**src/rtl/inst_prefetch.sv**
```systemverilog
// Instruction prefetch queue: fetches 16-bit words ahead of the decoder into a small FIFO.
// Optional PREFETCH_ADDR_CHK_EN adds odd-redirect detection with a HALT state and addr_err.
module inst_prefetch #(
    parameter int unsigned DEPTH    = 3,
    parameter logic [23:0] RESET_PC = 24'h000000
) (
    input  logic        clk,
    input  logic        rst_n,
    input  logic        flush,
    input  logic [23:0] flush_pc,
    output logic        bus_req,
    output logic [23:0] bus_addr,
    input  logic        bus_ack,
    input  logic [15:0] bus_data,
    output logic [15:0] inst,
    output logic [23:0] inst_pc,
    output logic        inst_valid,
    input  logic        inst_ready,
    output logic        addr_err
);

    localparam int unsigned PtrW = (DEPTH > 1) ? $clog2(DEPTH) : 1;
    localparam int unsigned CntW = $clog2(DEPTH + 1);
    localparam logic [CntW-1:0] DepthC  = CntW'(DEPTH);
    localparam logic [PtrW-1:0] LastPtr = PtrW'(DEPTH - 1);

`ifdef PREFETCH_ADDR_CHK_EN
    typedef enum logic [1:0] {StIdle, StReq, StHalt} state_e;
`else
    typedef enum logic [0:0] {StIdle, StReq} state_e;
`endif

    state_e            state_q, state_d;
    logic [PtrW-1:0]   rd_ptr_q, rd_ptr_d, wr_ptr_q, wr_ptr_d;
    logic [CntW-1:0]   count_q, count_d;
    logic [23:0]       fetch_pc_q, fetch_pc_d;
    logic [15:0]       data_q [DEPTH];
    logic [23:0]       pc_q   [DEPTH];
    logic              push, pop;
    logic [23:0]       flush_pc_even;

    function automatic logic [PtrW-1:0] ptr_inc(input logic [PtrW-1:0] p);
        return (p == LastPtr) ? '0 : p + PtrW'(1);
    endfunction

    assign flush_pc_even = {flush_pc[23:1], 1'b0};

    // Flush overrides both the bus handshake and the decoder handshake.
    assign push = (state_q == StReq) && bus_ack && !flush && (count_q < DepthC);
    assign pop  = inst_valid && inst_ready && !flush;

    // Queue bookkeeping and fetch address
    always_comb begin
        rd_ptr_d   = rd_ptr_q;
        wr_ptr_d   = wr_ptr_q;
        count_d    = count_q;
        fetch_pc_d = fetch_pc_q;
        if (flush) begin
            rd_ptr_d   = '0;
            wr_ptr_d   = '0;
            count_d    = '0;
            fetch_pc_d = flush_pc_even;
        end else begin
            if (push) begin
                wr_ptr_d   = ptr_inc(wr_ptr_q);
                fetch_pc_d = fetch_pc_q + 24'd2;
            end
            if (pop) begin
                rd_ptr_d = ptr_inc(rd_ptr_q);
            end
            if (push && !pop) begin
                count_d = count_q + CntW'(1);
            end else if (pop && !push) begin
                count_d = count_q - CntW'(1);
            end
        end
    end

    always_ff @(posedge clk or negedge rst_n) begin
        if (!rst_n) begin
            rd_ptr_q   <= '0;
            wr_ptr_q   <= '0;
            count_q    <= '0;
            fetch_pc_q <= RESET_PC;
            for (int unsigned i = 0; i < DEPTH; i++) begin
                data_q[i] <= 16'h0000;
                pc_q[i]   <= RESET_PC;
            end
        end else begin
            rd_ptr_q   <= rd_ptr_d;
            wr_ptr_q   <= wr_ptr_d;
            count_q    <= count_d;
            fetch_pc_q <= fetch_pc_d;
            if (push) begin
                data_q[wr_ptr_q] <= bus_data;
                pc_q[wr_ptr_q]   <= fetch_pc_q;
            end
        end
    end

    // FSM: state register
    always_ff @(posedge clk or negedge rst_n) begin
        if (!rst_n) begin
            state_q <= StIdle;
        end else begin
            state_q <= state_d;
        end
    end

    // FSM: next state
    always_comb begin
        state_d = state_q;
        if (flush) begin
`ifdef PREFETCH_ADDR_CHK_EN
            state_d = flush_pc[0] ? StHalt : StReq;
`else
            state_d = StReq;
`endif
        end else begin
            unique case (state_q)
                StIdle: if (count_q < DepthC) state_d = StReq;
                // count_d already reflects this cycle's push and pop
                StReq:  if (bus_ack) state_d = (count_d < DepthC) ? StReq : StIdle;
`ifdef PREFETCH_ADDR_CHK_EN
                StHalt: state_d = StHalt;
`endif
                default: state_d = StIdle;
            endcase
        end
    end

    // FSM: outputs
    always_comb begin
        bus_req    = (state_q == StReq);
        bus_addr   = fetch_pc_q;
        inst_valid = (count_q != '0);
        inst       = data_q[rd_ptr_q];
        inst_pc    = pc_q[rd_ptr_q];
    end

`ifdef PREFETCH_ADDR_CHK_EN
    logic addr_err_q;

    always_ff @(posedge clk or negedge rst_n) begin
        if (!rst_n) begin
            addr_err_q <= 1'b0;
        end else if (flush) begin
            addr_err_q <= flush_pc[0];
        end
    end

    assign addr_err = addr_err_q;
`else
    logic unused_flush_pc0;

    assign unused_flush_pc0 = flush_pc[0];
    assign addr_err         = 1'b0;
`endif

endmodule

```
**config.mk**
```make
export PLATFORM = sky130hd
export DESIGN_NAME = inst_prefetch
export DESIGN_NICKNAME = d
export VERILOG_FILES = /design/src/rtl/inst_prefetch.sv
export SDC_FILE = /design/constraint.sdc
export NUM_CORES = 1
export LEC_CHECK = 0
export BUFFER_PORTS_ARGS = -buffer_cell sky130_fd_sc_hd__buf_2
export CAP_MARGIN = 10
export CELL_PAD_IN_SITES_DETAIL_PLACEMENT = 1
export CELL_PAD_IN_SITES_GLOBAL_PLACEMENT = 2
export CORE_ASPECT_RATIO = 1.5
export CORE_MARGIN = 2
export CORE_UTILIZATION = 30
export CTS_CLUSTER_DIAMETER = 80
export DETAILED_ROUTE_END_ITERATION = 12
export HOLD_SLACK_MARGIN = 0.1
export PLACE_DENSITY_LB_ADDON = 0.12
export SYNTH_ARGS = -nofsm -noshare
export SYNTH_HDL_FRONTEND = slang
export SYNTH_SLANG_ARGS = --single-unit
```
**constraint.sdc**
```tcl
create_clock -name clk -period 2.1 [get_ports clk]
set_input_delay 0.105 -clock clk [delete_from_list [all_inputs] [get_ports clk]]
set_output_delay 0.105 -clock clk [all_outputs]
set_load 0.005 [all_outputs]
```
After elaboration in Yosys (flattened, before gate mapping) --
Index checks and enable logic that the tools add are counted.
Operators by class: add/sub/neg operators 5, multipliers 0, divide/modulo/power cells 0, magnitude comparators 5, equal/unequal tests 2, shift operators 0, mux-type cells 28, bitwise logic cells 3, reductions and logical operators 14
Operators by type and width (count):
- $mux W24 | 5
- $bwmux W72 | 1
- $bmux W24 S2 | 1
- $bwmux W48 | 1
- $demux W24 S2 | 1
- $mux W16 | 3
- $bmux W16 S2 | 1
- $demux W16 S2 | 1
- $add A24 B2 Y24 const B | 1
- $mux W2 | 9
- $logic_and A1 B1 Y1 | 8
- $add A2 B1 Y2 const B | 3
- $ge A3 B3 Y1 const B | 2
- $not A2 Y3 | 2
- $reduce_bool A2 Y1 | 3
- $eq A2 B2 Y1 const B | 2
- $lt A2 B2 Y1 const B | 2
- $mux W1 | 4
- $logic_not A1 Y1 | 3
- $lt A3 B1 Y1 const B | 1
- $pmux W1 S2 | 1
- $sub A2 B1 Y2 const B | 1
- $not A1 Y1 | 1
Storage, ports and cells: register bits after elaboration 151, latch bits 0, bits in writable memories 0, memory bits (read-only) 0, input bits 45, word-level logic and storage cells 68, memories 0

Logic depth before layout (Yosys ltp) --
word-level depth 13, mapped depth 7, gate-level depth less buffers 6

Least setup slack after synthesis --
Ideal clock, no wire load.
kind register to register, from register fetch_pc_q[1] (netlist: bus_addr[1]), to register fetch_pc_q[21] (netlist: bus_addr[21]), arrival time 2065 ps, data required time 2018 ps, path slack -47 ps, cell stages (with the launch flop) 7, path buffers 1, period minus slack after synthesis 2147 ps, cells stage by stage dfrtp_1 > ha_1 > nand4b_1 > or4_1 > clkbuf_1 > or4_1 > a31oi_1
Between the ends: longest elaborated chain between the ends 3
Ends and longest elaborated chain:
- start: declaration | RTL line 36 | logic [23:0] fetch_pc_q, fetch_pc_d;
- start signal: assignment | RTL line 93 | fetch_pc_q <= fetch_pc_d;
- $add A24 B2 Y24 | RTL line 66 | fetch_pc_d = fetch_pc_q + 24'd2;
- $mux W24 | RTL line 64 | if (push) begin
- $mux W24 | RTL line 58 | if (flush) begin
Every way passes these cells. The select of a mux whose other input is x is not followed. A chain may end at the register's enable or synchronous reset.

Worst setup path in the final report --
from register count_q[1], to register fetch_pc_q[21] (netlist: bus_addr[21])
Between the ends: longest elaborated chain between the ends 3
Ends and longest elaborated chain:
- start: declaration | RTL line 35 | logic [CntW-1:0] count_q, count_d;
- start signal: assignment | RTL line 92 | count_q <= count_d;
- $lt A2 B2 Y1 | RTL line 49 | assign push = (state_q == StReq) && bus_ack && !flush && (count_q < DepthC);
- $logic_and A1 B1 Y1 | RTL line 49
- $reduce_bool A2 Y1 (no source line)
Every way passes these cells.

==> metrics.yaml <==
logic_synthesis:
  synth-seq-area-share: 0.538
  syn_avg_cell_area_sq_um: 11.8
  synth_area_leaders: "dfrtp_1, mux2_2, mux2i_1"
  ys_warn_count: 0
  netlist_area_sq_um: 6830
  syn-instance-count: 578
  synth_seq_cells: 147
  synth_top_area_share: 0.538
  synth_edf_count: 0
  synth_cell_types: 42
  synth_top_area_cell: "dfrtp_1"
  synth.most_common_cell: "dfrtp_1"
  async_flop_share: 1.00
  synthFlopType: "dfrtp_1"
  yosys-top-cells-count: "dfrtp_1, mux2_2, nand2_1, o21ai_0, mux2i_1"
clock_network:
  insertion_delay_ns: 0.42
  clockBufferDepth: 2
  cts_buffers: 17
  htree_levels: 4
  root_buffer: "clkbuf_16"
  cts_sinks: 147
  clk_pin_slew_worst_paths_ns: 0.07
  cts_tree: "built"
power:
  p_per_area_nw_per_um2: 1130
  power.leakage_nw: 3.89
  irDropWorstVdd_mv: 0.496
critical_path:
  arrival_ns: 2.39
  cp-end-kind: "flop"
  worstSetupPathType: "flop to flop"
  critPathLaunchType: "flop"
  crit_fanout: 9
  critical_path_required_ns: 2.43
run_status:
  status: "completed"
flow_run:
  maxCapViolations: 0
routing:
  drtPass1Iterations: 4
  post_drt_wl_per_cell_microns: 18.5
  drc: 0
  drt_wl_total_mm: 19.2
  ant_nets: 0
  viasPerCell: 4.93
  vias: 5107
  initialDrtViolationCount: 146
sta:
  setup_tns_ns: 0
  fmax_mhz: 484
  period_needed_ns: 2.06
  skew_ns: 0.0106
  worstMarginPinSlew_ns: 0.636
  hold_violations: 0
  grt_setup_unrepaired: "true"
  slew_headroom: 0.575
  slew_violations: 0
  setup_viol_count_final: 0
  fin_crit_sh: 0.983
final_layout:
  final_cells: 1036
  syn2layout_area_growth_pct: 30.9
  num-nets-final: 794
  stdcell_area_sq_um: 8940
  drive_gt1_frac: 0.408
die:
  start_util: 0.305
  std_cell_rows: 67
  fp.dieW_microns: 127
  coreArea_sq_um: 22400
  io_pins: 112
  die_area_sq_um: 24000
  fp.dieH_microns: 189
placement:
  gp_congestion: 0.708
  io_buffers: 107
  post_dp_cell_area_sq_um: 7900
  place_hpwl_mm: 12.8
  place_inst: 956
global_routing:
  grt.total_usage: 0.167
  grt_pass1_wl_mm: 31.0
  overflow: 0
  antenna_found_initial: 1
  grt_pass1_vias: 5663
  grt_max_degree: 74
min_path:
  hp-class: "primary input to async pin"
==> routing by layer <==
layer | wire length (microns) | track usage | up-vias
met3 | 472 | 0.0327 | 16
met4 | 227 | 0.0435 | 0
met2 | 10400 | 0.310 | 79
met1 | 8120 | 0.196 | 2635
li1 | - | - | 2377
met5 | 0 | 0 | -
==> stage by stage <==
step	hold slack, ns	util	total power, W	worst slack (ns)
final	0.208	0.399	0.0101	0.0356
after global routing	0.252	0.399	0.0108	-0.0513
after CTS	0.227	0.399	0.0102	0.00110
after detailed placement	0.108	0.353	0.00728	-0.115
after global placement	0.104	0.353	0.00708	-0.0580
after floorplan	-0.191	-	0.00604	0.0516
==> where the power goes <==
group / internal [W] / switching [W] / leakage (nW) / total (W)
clock network: 0.00154 / 0.00130 / 0.257 / 0.00284
logic: 0.00160 / 0.00124 / 1.84 / 0.00284
registers: 0.00385 / 0.000539 / 1.79 / 0.00438
==> critical path: stages (launching register included) <==
cell and delay (ns):
dfrtp_1 0.42, ha_4 0.18, nand4b_1 0.25, or4_4 0.52
or4_1 0.42, a31oi_1 0.18
==> state kept, by name, summed over array words and instances, names as in the netlist <==
signal	cells
wr_ptr_q	2
data_q	48
pc_q	69
bus_req	1
count_q	2
rd_ptr_q	2
bus_addr	23
==> cell usage in the layout (no fill, tap or decap), types with 3 or more instances in the layout <==
cell           netlist  layout
buf_12               0       6
or3_1                3       3
nand3_1              6       6
nor3_1               4       4
nand4_1              4       4
o31ai_1              5       5
mux2i_1             41      41
a31oi_1             12      12
clkinvlp_4           0       5
inv_6                0       5
nor4_1               4       3
a21oi_1              4       4
clkbuf_16            0      17
or4_1                7       6
inv_1                9       9
dfrtp_1            147     145
buf_2                5     106
conb_1               1       3
dlygate4sd3_1        0      45
nand2_1             61      59
xor2_1               3       3
nor2_1              18      17
mux2_2             119     119
buf_4                3      32
xnor2_1              9       9
o21ai_0             56      56
==> area by class of cell <==
type	count	area [sq um]
clock buffer	17	425
timing repair buffer	190	1350
antenna	1	2.50
sequential	147	3680
tap	276	345
inverter	9	33.8
fill	2457	13400
clock inverter	15	123
multi-input combinational	381	2980
==> worst paths after layout <==
check / depth (start not counted) / end / startpoint / slack (ns)
max: 5 / bus_addr[21] / count_q[1] / 0.04
min: 2 / data_q[26] / rst_n / 0.21
max reg2reg: 5 / bus_addr[21] / count_q[1] / 0.04
min reg2reg: 1 / pc_q[43] / pc_q[43] / 0.50
max in group asynchronous: 3 / pc_q[43] / rst_n / 1.06
min in group clk: 4 / count_q[0] / inst_ready / 0.23
==> what timing repair did <==
item,in CTS,in global routing
hold buffers,45,0
hold endpoints to repair,125,0
gates resized for setup,3,2
pin swaps,1,0
endpoints found under the setup margin,5,40
setup buffers,2,0
==> logic make-up (layout without fill, tap and decap cells) <==
group / after synthesis / after routing / share of synthesized area
buf+inv: 52 / 231 / 0.0324
compound gates: 79 / 79 / 0.0630
xor+xnor: 12 / 12 / 0.0154
flops: 147 / 147 / 0.538
mux: 160 / 160 / 0.256
other cells: 1 / 4 / 0.000549
simple gates: 124 / 124 / 0.0886
fa+ha+maj: 3 / 3 / 0.00549
(Power assumes the default switching activity.)
